`src/rtl/vga_colour_quantiser.sv`:
```
// Colour-depth reducer for the VGA output path: optional source-depth truncation, then
// quantisation to OUT_W bits with truncate/round/Bayer/temporal-Bayer dither, 2-cycle latency.
module vga_colour_quantiser #(
   parameter int   IN_W     = 8,
   parameter int   OUT_W    = 4,
   parameter int   CHANNELS = 3,
   parameter logic HS_ACT   = 1'b0,
   parameter logic VS_ACT   = 1'b0
) (
   input  logic                          clk,
   input  logic                          rst_n,
   input  logic [1:0]                    mode,
   input  logic [$clog2(IN_W)-1:0]       depth,
   input  logic [CHANNELS*IN_W-1:0]      pix_in,
   input  logic                          de_in,
   input  logic                          hsync_in,
   input  logic                          vsync_in,
   output logic [CHANNELS*OUT_W-1:0]     pix_out,
   output logic                          de_out,
   output logic                          hsync_out,
   output logic                          vsync_out,
   output logic [3:0]                    frame_cnt
);

   localparam int              DW    = $clog2(IN_W);
   localparam int              NDEP  = 1 << DW;
   localparam int              PW    = IN_W + OUT_W;
   localparam logic [OUT_W-1:0] OMAX = '1;
   localparam logic [DW-1:0]   DFULL = DW'(IN_W - 1);

   // frame/position state
   logic          vs_prev_q, de_prev_q;
   logic [1:0]    x_q, y_q;
   logic [1:0]    mode_q;
   logic [DW-1:0] depth_q;
   logic [3:0]    frame_cnt_q;

   // pipeline state
   logic [CHANNELS*IN_W-1:0]  v_q, v_d;
   logic [IN_W-1:0]           thr_q, thr_d;
   logic                      de1_q, hs1_q, vs1_q;
   logic [CHANNELS*OUT_W-1:0] pix_q, pix_d;
   logic                      de2_q, hs2_q, vs2_q;

   logic frame_edge, de_fall;
   assign frame_edge = (vsync_in == VS_ACT) && (vs_prev_q != VS_ACT);
   assign de_fall    = de_prev_q && !de_in;

   function automatic logic [3:0] bayer_at(input logic [1:0] yy, input logic [1:0] xx);
      logic [3:0] b;
      case ({yy, xx})
         4'd0:  b = 4'd0;   4'd1:  b = 4'd8;   4'd2:  b = 4'd2;   4'd3:  b = 4'd10;
         4'd4:  b = 4'd12;  4'd5:  b = 4'd4;   4'd6:  b = 4'd14;  4'd7:  b = 4'd6;
         4'd8:  b = 4'd3;   4'd9:  b = 4'd11;  4'd10: b = 4'd1;   4'd11: b = 4'd9;
         4'd12: b = 4'd15;  4'd13: b = 4'd7;   4'd14: b = 4'd13;  default: b = 4'd5;
      endcase
      return b;
   endfunction

   logic [3:0] bay, bay_t;
   always_comb begin
      bay   = bayer_at(y_q, x_q);
      bay_t = bay + {frame_cnt_q[1:0], 2'b00} + frame_cnt_q;
      thr_d = '1;
      case (mode_q)
         2'd0:    thr_d = '1;
         2'd1:    thr_d = {1'b0, {(IN_W-1){1'b1}}};
         2'd2:    thr_d = IN_W'(bay) << (IN_W - 4);
         default: thr_d = IN_W'(bay_t) << (IN_W - 4);
      endcase
   end

   for (genvar gi = 0; gi < CHANNELS; gi++) begin : g_ch
      // every possible depth is precomputed; depth codes beyond IN_W-1 fall back to full depth
      logic [NDEP-1:0][IN_W-1:0] rep;
      for (genvar gd = 0; gd < NDEP; gd++) begin : g_dep
         localparam int NB = (gd < IN_W) ? gd + 1 : IN_W;
         for (genvar gb = 0; gb < IN_W; gb++) begin : g_bit
            assign rep[gd][IN_W-1-gb] = pix_in[gi*IN_W + IN_W - 1 - (gb % NB)];
         end
      end
      assign v_d[gi*IN_W +: IN_W] = rep[depth_q];

      logic [IN_W-1:0]  v_ch;
      logic [PW-1:0]    prod;
      logic [OUT_W-1:0] ip, qv;
      logic             bump;
      assign v_ch = v_q[gi*IN_W +: IN_W];
      assign prod = PW'(v_ch) * PW'(OMAX);
      assign ip   = prod[PW-1:IN_W];
      assign bump = prod[IN_W-1:0] > thr_q;
      // full-scale input must reach full-scale output even when dither never bumps
      assign qv   = ((&v_ch) || (bump && (ip == OMAX))) ? OMAX : ip + OUT_W'(bump);
      assign pix_d[gi*OUT_W +: OUT_W] = de1_q ? qv : '0;
   end

   always_ff @(posedge clk or negedge rst_n) begin
      if (!rst_n) begin
         vs_prev_q   <= ~VS_ACT;
         de_prev_q   <= 1'b0;
         x_q         <= '0;
         y_q         <= '0;
         mode_q      <= '0;
         depth_q     <= DFULL;
         frame_cnt_q <= '0;
      end else begin
         vs_prev_q <= vsync_in;
         de_prev_q <= de_in;
         x_q       <= de_in ? x_q + 2'd1 : 2'd0;
         if (frame_edge) begin
            y_q         <= '0;
            frame_cnt_q <= frame_cnt_q + 4'd1;
            mode_q      <= mode;
            depth_q     <= depth;
         end else if (de_fall) begin
            y_q <= y_q + 2'd1;
         end
      end
   end

   always_ff @(posedge clk or negedge rst_n) begin
      if (!rst_n) begin
         v_q   <= '0;
         thr_q <= '1;
         de1_q <= 1'b0;
         hs1_q <= ~HS_ACT;
         vs1_q <= ~VS_ACT;
         pix_q <= '0;
         de2_q <= 1'b0;
         hs2_q <= ~HS_ACT;
         vs2_q <= ~VS_ACT;
      end else begin
         v_q   <= v_d;
         thr_q <= thr_d;
         de1_q <= de_in;
         hs1_q <= hsync_in;
         vs1_q <= vsync_in;
         pix_q <= pix_d;
         de2_q <= de1_q;
         hs2_q <= hs1_q;
         vs2_q <= vs1_q;
      end
   end

   assign pix_out   = pix_q;
   assign de_out    = de2_q;
   assign hsync_out = hs2_q;
   assign vsync_out = vs2_q;
   assign frame_cnt = frame_cnt_q;

endmodule
```
`config.mk`:
```
export PLATFORM = sky130hd
export DESIGN_NAME = vga_colour_quantiser
export DESIGN_NICKNAME = d
export VERILOG_FILES = /design/src/rtl/vga_colour_quantiser.sv
export SDC_FILE = /design/constraint.sdc
export NUM_CORES = 1
export LEC_CHECK = 0
export CORE_ASPECT_RATIO = 0.9
export CORE_MARGIN = 2
export CORE_UTILIZATION = 47
export CTS_CLUSTER_DIAMETER = 40
export CTS_CLUSTER_SIZE = 24
export DETAILED_ROUTE_END_ITERATION = 10
export PLACE_DENSITY = 0.77
export SLEW_MARGIN = 20
export SYNTH_ARGS = -nofsm -noshare
export SYNTH_HDL_FRONTEND = slang
export SYNTH_SLANG_ARGS = --single-unit
```
`constraint.sdc`:
```
create_clock -name clk -period 5.05 [get_ports clk]
set_input_delay 0.505 -clock clk [delete_from_list [all_inputs] [get_ports clk]]
set_output_delay 0.505 -clock clk [all_outputs]
set_load 0.02 [all_outputs]
```
==> results of run 1 <==
-- synth_stat cells, types with 4 or more instances --
master / instances
nand2b_1: 4
clkbuf_1: 10
nand4_1: 12
mux2_2: 11
xnor2_1: 28
nor3_1: 10
o21ai_0: 21
a21oi_1: 39
o211ai_1: 5
fa_1: 41
mux2i_1: 14
or3_1: 5
o31a_1: 5
xor2_1: 8
dfrtp_1: 48
nand3_1: 4
ha_1: 91
a21o_1: 8
nor2b_1: 20
nor2_1: 30
nand2_1: 27
a211oi_1: 8
dfstp_2: 12
o21a_1: 6
inv_1: 94
-- registers in the layout (all words and copies together), names as in the netlist --
register	count
v_q	24
pix_out	12
thr_q	5
frame_cnt	4
depth_q	3
mode_q	2
x_q	2
y_q	2
de1_q	1
de_out	1
hs1_q	1
hsync_out	1
vs1_q	1
vsync_out	1
-- metal layers --
metal	share of wire, %	global-route usage [%]	up-vias
met2	50	34.85	113
met5	0	0	-
li1	-	-	2177
met3	4.6	3.977	15
met1	44	25.85	2133
met4	2.2	8.659	0
-- worst paths after layout --
check                              from           to  slack, ns  cells past startpoint
worst max-delay path            v_q[21]  pix_out[10]       0.54                     17
min in group clk                  vs1_q    vsync_out       0.36                      0
worst min register to register    vs1_q    vsync_out       0.36                      0
worst min-delay path              rst_n   pix_out[2]       0.30                      2
worst max register to register  v_q[21]  pix_out[10]       0.54                     17
max in group asynchronous         rst_n   pix_out[8]       4.21                      2
-- cells by family after synthesis --
group	after synthesis	share of synthesized area, %
adder cells (fa/ha/maj)	132	33.07
flip-flops	60	25.59
AO/OA/AOI/OAI	122	13.62
AND/OR/NAND/NOR	127	11.11
XOR/XNOR	36	5.321
buffers and inverters	108	6.841
multiplexers	25	4.455
-- per-stage QoR --
stage,util (%),area [sq um]
3_3_place_gp,54.22,6600
3_5_place_dp,54.22,6600
5_1_grt,56.69,6900
2_1_floorplan,-,5926
4_1_cts,56.69,6900
6_report,56.69,6900
-- area by class of cell --
type                            instances  area [sq um]  share of cell area [%]
Clock buffer                            9         225.2                   3.264
Clock inverter                          7         75.07                   1.088
Inverter                               95         356.6                   5.168
Multi-Input combinational cell        442          4004                   58.02
Sequential cell                        60          1516                   21.98
Tap cell                              160         200.2                   2.901
Timing Repair Buffer                   53         523.0                   7.579
-- power breakdown --
group	switching, mW	internal, mW	leakage (nW)
Sequential	0.126	0.622	0.707
Combinational	2.08	1.75	2.47
Clock	0.250	0.384	0.138
Total	2.45	2.75	3.31
-- worst reg2reg max path, cell delays in order, from the launching register on --
cell     delay [ns]
dfrtp_1        0.41
inv_1          0.21
fa_1           0.50
fa_1           0.53
inv_1          0.05
ha_1           0.35
a21oi_1        0.21
and3_1         0.25
xnor2_1        0.10
ha_1           0.33
nand4_1        0.11
or2_2          0.31
o21ai_0        0.13
inv_1          0.08
ha_1           0.24
ha_1           0.21
o31ai_1        0.28
a41oi_1        0.08
==> metrics.txt, run 1 <==
status=complete, no violations; Post-CTS Setup Bufs=0; fraction of registers with async set/reset=100.0%; Seq cells post-synth=60; Antenna Violating Nets Remaining=0; TritonCTS clock tree=done; most common cell after layout, fill and taps aside=inv_1; Slew headroom=34.76%; CTS Sinks=60; Setup Skew=0.004612 ns; crit path cell chain=inv_1 > fa_1 > fa_1 > inv_1 > ha_1 > a21oi_1 > and3_1 > xnor2_1 > ha_1 > nand4_1 > or2_2 > o21ai_0 > inv_1 > ha_1 > ha_1 > o31ai_1 > a41oi_1; via count=4438; GR Overflow Total=0; post-synth cell types=55; worst path arrival time=4.72 ns; num ports=53; overall power=5.205 mW; CTS Root Cell=clkbuf_16; CTS HTree Levels=3; Syn Inst Count=610; mapped cell area=0.005926 sq mm; pwr/cell area=754.4 mW/mm^2; Total Die Area=0.01352 sq mm; ANT cells=0; Die W=122.4 um; Final setup violation count=0; worst hold slack=0.3029 ns; LEAKAGE=3.313 nW; non-filler instance count after layout=826; endpoint type of the worst setup path=flop; setup ws final=0.5362 ns; WL/cell=15.84 um; Yosys top cell area share=20.27%; Routed WL=13080 um; Synth warnings=0; largest net degree at the start of global routing=61; initial antenna violation count=0; Die Y=110.5 um; share of post-route cells with drive strength above 1=6.907%; RSZ-0062 raised after global routing=false; Worst-path clk slew=0.06 ns; DR iter-0 viols=192; vias in the first global route=4726; Final min period=4.514 ns; placed insts=810; Max Cap Violations=0; Fill cells=1034; max incr delay on CP=0.53 ns; vias per inst=5.373; IO Port Bufs=52; Remaining DRCs=0; row count=38; Mapped Nets=776; Layout Nets=827; Worst Hold Class=in -> async; Tcrit/Tclk final=89.38%; area of the core=0.01217 sq mm; Final Hold Fails=0; GP Congestion=0.8806; crit path launch type=flop; Worst Path Buf+Inv=3; Worst-Margin Slew=0.9765 ns; most frequent cells in the layout=inv_1 (94), ha_1 (91), clkdlybuf4s50_1 (51), dfrtp_1 (48), fa_1 (41); first-pass GRT wire length=22090 um; Max Fclk=221.5 MHz; first-pass iteration count of the detailed router=4; count of hold buffers inserted by post-cts repair=0; Num CTS Buffers=9; crit path max fanout=5; clock buffer depth=2; Setup TNS Final=0 ns; Synth area leaders=dfrtp_1 (20%), ha_1 (19%), fa_1 (14%), inv_1 (6.0%), dfstp_2 (5.3%); Total GRT Usage=20.74%; CP Data Required Time=5.25 ns; worst vdd ir=0.3404 mV; sequential share of the synthesized area=25.59%; pre-CTS setup slack=0.5665 ns; max-slew violation count=0; slowest library cell on the worst path=fa_1; syn_area_per_cell=9.714 sq um; most used flip-flop cell after synthesis=dfrtp_1; synth-to-layout area growth=16.45%; clock latency on the worst-skew pair=0.34 ns; hpwl dp=10060 um; Initial Utilization=48.68%; Yosys top cell by area=dfrtp_1; CP Class=reg -> reg; EDFF count, synth=0; most used cell, CP=ha_1; Crit path max-delay family=adder cells; # resized after CTS=0
Power figures use the tool's default switching activity.
==> inputs of run 2 (changes only) <==
Settings changed: SETUP_SLACK_MARGIN from default to 0.1.
==> results of run 2 <==
Final layout, timing and power as in run 1 (identical DEF).
